**config.mk**
```make
export PLATFORM = sky130hd
export DESIGN_NAME = vga_mem_viewer
export DESIGN_NICKNAME = d
export VERILOG_FILES = /design/src/rtl/vga_view_pkg.sv /design/src/rtl/hex_font_rom.sv /design/src/rtl/vga_mem_viewer.sv
export SDC_FILE = /design/constraint.sdc
export NUM_CORES = 1
export LEC_CHECK = 0
export BUFFER_PORTS_ARGS = -buffer_cell sky130_fd_sc_hd__buf_2
export CORE_MARGIN = 1.5
export CORE_UTILIZATION = 57
export CTS_CLUSTER_SIZE = 30
export DETAILED_ROUTE_END_ITERATION = 10
export GPL_TIMING_DRIVEN = 0
export MAX_ROUTING_LAYER = met4
export PLACE_DENSITY = 0.81
export REMOVE_ABC_BUFFERS = 1
export SLEW_MARGIN = 20
export SYNTH_ARGS = -nofsm -noshare
export SYNTH_HDL_FRONTEND = slang
export SYNTH_SLANG_ARGS = --single-unit
export TNS_END_PERCENT = 5
```
**constraint.sdc**
```tcl
create_clock -name clk -period 4.41 [get_ports clk]
set_input_delay 0.2205 -clock clk [delete_from_list [all_inputs] [get_ports clk]]
set_output_delay 0.2205 -clock clk [all_outputs]
set_load 0.02 [all_outputs]
```
**src/rtl/vga_view_pkg.sv**
```systemverilog
// ============================================================================
//  Module   : vga_view_pkg
//  Purpose  : Timing, grid constants and cell lookup shared by the viewer.
//  Revision : 1.0  initial release
// ============================================================================
`default_nettype none

package vga_view_pkg;

   localparam int H_VIS  = 640;
   localparam int H_FP   = 16;
   localparam int H_SYNC = 96;
   localparam int H_BP   = 48;
   localparam int H_TOT  = H_VIS + H_FP + H_SYNC + H_BP;

   localparam int V_VIS  = 480;
   localparam int V_FP   = 10;
   localparam int V_SYNC = 2;
   localparam int V_BP   = 33;
   localparam int V_TOT  = V_VIS + V_FP + V_SYNC + V_BP;

   localparam int BYTES_PER_ROW  = 7;
   localparam int NUM_BYTES      = 21;
   localparam int CELLS_PER_BYTE = 3;
   localparam int GRID_COLS      = BYTES_PER_ROW * CELLS_PER_BYTE;
   localparam int GRID_ROWS      = 2 * (NUM_BYTES / BYTES_PER_ROW);

   typedef logic [11:0] rgb444_t;

   // col = byte position within the text row, sel = 0 high / 1 low / 2 blank
   typedef struct packed {
      logic [2:0] col;
      logic [1:0] sel;
   } cell_t;

   function automatic cell_t cell_lut(input logic [4:0] cx);
      cell_t c;
      c = '0;
      for (int i = 0; i < GRID_COLS; i++) begin
         if (cx == 5'(i)) begin
            c.col = 3'(i / CELLS_PER_BYTE);
            c.sel = 2'(i % CELLS_PER_BYTE);
         end
      end
      return c;
   endfunction

endpackage

`default_nettype wire

```
**src/rtl/hex_font_rom.sv**
```systemverilog
// ============================================================================
//  Module   : hex_font_rom
//  Purpose  : Combinational 8x8 glyphs for hex digits 0-F, bit 7 leftmost.
//  Revision : 1.0  initial release
// ============================================================================
`default_nettype none

module hex_font_rom (
   input  logic [3:0] nibble,
   input  logic [2:0] row,
   output logic [7:0] bits
);

   logic [63:0] w_glyph;

   // Glyph rows packed top row in the most significant byte
   always_comb begin
      w_glyph = '0;
      case (nibble)
         4'h0: w_glyph = 64'h3C666E7666663C00;
         4'h1: w_glyph = 64'h183818181818_7E00;
         4'h2: w_glyph = 64'h3C66060C30607E00;
         4'h3: w_glyph = 64'h3C66061C06663C00;
         4'h4: w_glyph = 64'h0C1C3C6C7E0C0C00;
         4'h5: w_glyph = 64'h7E607C0606663C00;
         4'h6: w_glyph = 64'h3C607C6666663C00;
         4'h7: w_glyph = 64'h7E060C1830303000;
         4'h8: w_glyph = 64'h3C66663C66663C00;
         4'h9: w_glyph = 64'h3C66663E060C3800;
         4'hA: w_glyph = 64'h183C66667E666600;
         4'hB: w_glyph = 64'h7C66667C66667C00;
         4'hC: w_glyph = 64'h3C66606060663C00;
         4'hD: w_glyph = 64'h786C6666666C7800;
         4'hE: w_glyph = 64'h7E60607C60607E00;
         4'hF: w_glyph = 64'h7E60607C60606000;
         default: w_glyph = '0;
      endcase
      bits = w_glyph[{~row, 3'b000} +: 8];
   end

endmodule

`default_nettype wire

```
**src/rtl/vga_mem_viewer.sv**
```systemverilog
// ============================================================================
//  Module   : vga_mem_viewer
//  Purpose  : 640x480@60 VGA text view of 21 memory bytes as hex digits.
//  Revision : 1.0  initial release
// ============================================================================
`default_nettype none

module vga_mem_viewer
   import vga_view_pkg::*;
#(
   parameter int      CLK_DIV = 2,
   parameter int      SCALE   = 2,
   parameter int      X0      = 32,
   parameter int      Y0      = 32,
   parameter rgb444_t FG      = 12'hFFF,
   parameter rgb444_t BG      = 12'h000
) (
   input  logic         clk,
   input  logic         rst,
   input  logic [167:0] mem_flat,
   output logic         hsync,
   output logic         vsync,
   output logic [3:0]   vga_r,
   output logic [3:0]   vga_g,
   output logic [3:0]   vga_b,
   output logic         frame_start
);

   localparam int              c_DW       = (CLK_DIV > 1) ? $clog2(CLK_DIV) : 1;
   localparam logic [c_DW-1:0] c_DIV_LAST = c_DW'(CLK_DIV - 1);
   localparam int              c_SSH      = (SCALE >= 4) ? 2 : (SCALE >= 2) ? 1 : 0;
   localparam int              c_CSH      = c_SSH + 3;

   logic [c_DW-1:0]        r_div;
   logic [9:0]             r_h;
   logic [9:0]             r_v;
   logic [NUM_BYTES*8-1:0] r_snap;

   logic       r_s1_vis;
   logic       r_s1_grid;
   logic       r_s1_hi;
   logic       r_s1_hs;
   logic       r_s1_vs;
   logic [4:0] r_s1_idx;
   logic [2:0] r_s1_grow;
   logic [2:0] r_s1_gcol;

   rgb444_t r_rgb;
   logic    r_hs;
   logic    r_vs;

   logic       w_tick;
   logic       w_cap;
   logic [9:0] w_x;
   logic [9:0] w_y;
   logic [9:0] w_cx;
   logic [9:0] w_cy;
   cell_t      w_cell;
   logic       w_in_xy;
   logic       w_vis;
   logic       w_grid;
   logic       w_hs;
   logic       w_vs;
   logic [4:0] w_idx;
   logic [2:0] w_grow;
   logic [2:0] w_gcol;
   logic [7:0] w_byte;
   logic [3:0] w_nib;
   logic [7:0] w_bits;
   logic       w_on;

   assign w_tick      = (r_div == c_DIV_LAST);
   assign w_cap       = w_tick && (r_h == '0) && (r_v == 10'(V_VIS));
   assign frame_start = w_cap;

   // Stage 1: pixel position to cell, byte index and glyph coordinates
   always_comb begin
      w_x     = r_h - 10'(X0);
      w_y     = r_v - 10'(Y0);
      w_cx    = w_x >> c_CSH;
      w_cy    = w_y >> c_CSH;
      w_cell  = cell_lut(w_cx[4:0]);
      w_in_xy = (r_h >= 10'(X0)) && (r_v >= 10'(Y0));
      w_grid  = w_in_xy && (w_cx < 10'(GRID_COLS)) && (w_cy < 10'(GRID_ROWS))
                && !w_cy[0] && (w_cell.sel != 2'd2);
      w_idx   = w_grid ? (5'(w_cy[2:1]) * 5'(BYTES_PER_ROW) + 5'(w_cell.col)) : '0;
      w_grow  = 3'(w_y >> c_SSH);
      w_gcol  = 3'(w_x >> c_SSH);
      w_vis   = (r_h < 10'(H_VIS)) && (r_v < 10'(V_VIS));
      w_hs    = !((r_h >= 10'(H_VIS + H_FP)) && (r_h < 10'(H_VIS + H_FP + H_SYNC)));
      w_vs    = !((r_v >= 10'(V_VIS + V_FP)) && (r_v < 10'(V_VIS + V_FP + V_SYNC)));
   end

   // Stage 2: snapshot byte, nibble and glyph bit
   always_comb begin
      w_byte = r_snap[{r_s1_idx, 3'b000} +: 8];
      w_nib  = r_s1_hi ? w_byte[7:4] : w_byte[3:0];
      w_on   = w_bits[3'd7 - r_s1_gcol];
   end

   hex_font_rom u_font (
      .nibble (w_nib),
      .row    (r_s1_grow),
      .bits   (w_bits)
   );

   always_ff @(posedge clk) begin
      if (rst) begin
         r_div     <= '0;
         r_h       <= '0;
         r_v       <= '0;
         r_snap    <= '0;
         r_s1_vis  <= 1'b0;
         r_s1_grid <= 1'b0;
         r_s1_hi   <= 1'b0;
         r_s1_hs   <= 1'b1;
         r_s1_vs   <= 1'b1;
         r_s1_idx  <= '0;
         r_s1_grow <= '0;
         r_s1_gcol <= '0;
         r_rgb     <= '0;
         r_hs      <= 1'b1;
         r_vs      <= 1'b1;
      end else begin
         r_div <= w_tick ? '0 : r_div + 1'b1;
         if (w_tick) begin
            if (r_h == 10'(H_TOT - 1)) begin
               r_h <= '0;
               r_v <= (r_v == 10'(V_TOT - 1)) ? '0 : r_v + 10'd1;
            end else begin
               r_h <= r_h + 10'd1;
            end
            if (w_cap) begin
               r_snap <= mem_flat;
            end
            r_s1_vis  <= w_vis;
            r_s1_grid <= w_grid;
            r_s1_hi   <= (w_cell.sel == 2'd0);
            r_s1_hs   <= w_hs;
            r_s1_vs   <= w_vs;
            r_s1_idx  <= w_idx;
            r_s1_grow <= w_grow;
            r_s1_gcol <= w_gcol;
            r_rgb     <= !r_s1_vis ? '0 : (r_s1_grid && w_on) ? FG : BG;
            r_hs      <= r_s1_hs;
            r_vs      <= r_s1_vs;
         end
      end
   end

   assign hsync = r_hs;
   assign vsync = r_vs;
   assign vga_r = r_rgb[11:8];
   assign vga_g = r_rgb[7:4];
   assign vga_b = r_rgb[3:0];

endmodule

`default_nettype wire

```
==> metrics.cfg <==
[die]
initial_core_util=0.589
coreArea_sq_um=18200
die_w_um=140
dieArea_sq_um=19700
placementRows=49
pin_count=185
fp.dieH_um=140

[placed_design]
dpl.hpwl_um=19300
place_area_sq_um=11700
portBuffers=184
gp_congestion=0.935

[layout]
nNetsFinal=1835
fillCellCount=1078
area_delta_synth_final_pct=32.8
final_area_sq_um=14200
drive_gt1_frac=0.184

[global_routing]
grt_pass1_wl_um=59200
grt_pass1_vias=11697
met3_usage=0.0639
gr-max-usage-layer=met2
grtUsageMet2=0.641
grt.overflow.total=0
grt_util_met1=0.441
antenna_found_initial=3
grt_usage=0.388
grt_max_degree=97

[clock_network]
clockRootBuffer=clkbuf_16
ctsLongestPathBuffers=3
cts_inserted_buffers=23
cts.sinks=208
cts_tree=yes
clk-insertion-delay-late_ns=0.54
path_clk_slew_ns=0.06
h-tree-depth=1

[sta]
max_freq_mhz=233
fin_setup_tns_ns=0
final.setup_skew_ns=0.0227
finalHoldWorstSlack_ns=0.0554
max_slew_margin=0.314
setup_viol=0
tightest_slew_ns=1.03
slew_violations=0
finalHoldViolations=0
grt_setup_unrepaired=no
post-route-period-util=0.974
layout_min_cycle_time_ns=4.30

[route]
vias=11936
via_per_inst=6.32
antenna_left=0
wire_per_inst_um=21.0
wirelength_um=39600
remaining_drc_errors=0
drt_iter0_drc=1398
firstDrtPassIters=9

[synthesis]
ys_types=79
synthCells=1347
netlist.area_leader.share=0.388
synth.area.top_cells=dfxtp_1 (39%), nand2_1 (14%), a21oi_1 (9.1%)
yosysTopAreaCell=dfxtp_1
ys_warn_count=0
seq_area_frac_synth=0.388
postSynth.asyncResetShare=0
synth-edff-count=0
yosys.cell_count.top_type=nand2_1
yosys-top-cells-count=nand2_1 (396), dfxtp_1 (208), a21oi_1 (196), clkbuf_1 (78), nor2_1 (56)
synth_ff_type=dfxtp_1
syn_area_sq_um=10700
ys_seq_elements=208
avgSynthCellArea_sq_um=7.97

[critical_path]
cp-end-kind=register
arrival_ns=4.70
critical_path_required_ns=4.82
worst-path-max-fanout=14
critPathKind=reg -> reg
critPathLaunchType=register

[power]
power.density_nw_per_um2=282
ir_drop_mv=0.347
leakage_nw=5.27

[worst_hold_path]
min-delay-path-class=in -> reg

[outcome]
status=finished clean

[flow_run]
maxCapViolations=0

-- kinds of logic after synthesis --
family | Yosys count | share of synthesized area
AND/OR/NAND/NOR | 559 | 0.222
AO/OA/AOI/OAI | 314 | 0.177
flip-flops | 208 | 0.388
buffers and inverters | 141 | 0.0617
multiplexers | 76 | 0.102
XOR/XNOR | 27 | 0.0220
adder cells (fa/ha/maj) | 22 | 0.0264
-- worst paths after layout --
check	end	depth (start not counted)	slack (ns)	start
max	r_rgb[10]	15	0.11	r_s1_idx[0]
min reg2reg	r_snap[83]	2	0.45	r_snap[83]
max reg2reg	r_rgb[10]	15	0.11	r_s1_idx[0]
min	r_snap[46]	3	0.06	mem_flat[46]
-- state kept, by name, summed over array words and instances (netlist names) --
signal and count:
r_v 10, r_h 10, r_s1_vs 1, r_rgb 1, r_div 1, r_s1_hi 1
r_s1_hs 1, r_s1_idx 5, r_s1_grid 1, vsync 1, r_s1_grow 3, r_s1_vis 1
r_snap 168, hsync 1, r_s1_gcol 3
-- metrics by stage --
step | power, mW | std cells | setup WS, ns | utilization
floorplan | 1.96 | 1229 | -5.60 | -
global placement | 2.08 | 1642 | -11.70 | 0.624
detailed placement | 2.08 | 1664 | -0.528 | 0.640
CTS | 3.97 | 1871 | 0.000381 | 0.773
global route | 4.10 | 1888 | 0.00452 | 0.782
finish | 4.01 | 1888 | 0.114 | 0.782
-- where the power goes --
part / switching, mW / leakage [nW] / internal, mW
Sequential: 0.0140 / 1.68 / 1.88
Clock: 0.818 / 0.338 / 1.02
Combinational: 0.111 / 3.26 / 0.171
Total: 0.943 / 5.27 / 3.07
-- layout by cell type, fill, tap and decap left out, types with 5 or more instances in the layout --
master	n
a21oi_1	196
nand2_1	396
nor4_1	5
inv_1	22
a31oi_1	12
a211oi_1	13
ha_1	19
o21ai_0	19
buf_12	5
o2111ai_1	6
buf_6	5
xnor2_1	13
mux4_1	7
mux2i_1	43
clkbuf_1	6
nor3_1	18
nand4_1	7
o211ai_1	5
dlygate4sd3_1	167
nor4b_1	5
nor2b_1	12
clkbuf_16	23
nand2b_1	10
nand3_1	22
buf_4	22
mux2_2	8
mux4_2	17
xor2_1	14
buf_2	183
a22oi_1	8
nor2_1	55
dfxtp_1	204
-- worst max-delay path, stage by stage (launching register included) --
cell and delay [ns]:
dfxtp_4 0.48, buf_4 0.20, buf_16 0.18, mux4_2 0.53
a221oi_1 0.29, nor3_1 0.16, nor4_4 0.30, buf_4 0.20
buf_4 0.12, ha_1 0.50, mux2i_2 0.24, a221oi_1 0.33
a211oi_1 0.09, nor3_1 0.28, o311ai_1 0.13, o311a_1 0.12
-- per-layer routing --
layer / vias to the layer above / routed length (um)
met5: - / 0
met4: 0 / 3120
li1: 5252 / -
met2: 919 / 18700
met3: 288 / 3470
met1: 5477 / 14300
-- area by class of cell --
class / instances / area [sq um] / area share
Clock inverter: 6 / 51.3 / 0.00360
Tap cell: 229 / 287 / 0.0201
Clock buffer: 32 / 639 / 0.0449
Multi-Input combinational cell: 998 / 5950 / 0.417
Sequential cell: 208 / 4180 / 0.293
Timing Repair Buffer: 389 / 3050 / 0.214
Inverter: 23 / 86.3 / 0.00606
Antenna cell: 3 / 7.51 / 0.000527
-- what timing repair did --
action / CTS / global route
setup buffers: 2 / 14
pin swaps: 1 / 1
gates cloned: 0 / 0
setup endpoints to repair: 1 / 1
hold buffers: 167 / 0
resized for setup: 3 / 4
hold endpoints to repair: 167 / 0
No activity file was read; power rests on OpenSTA's default activity.
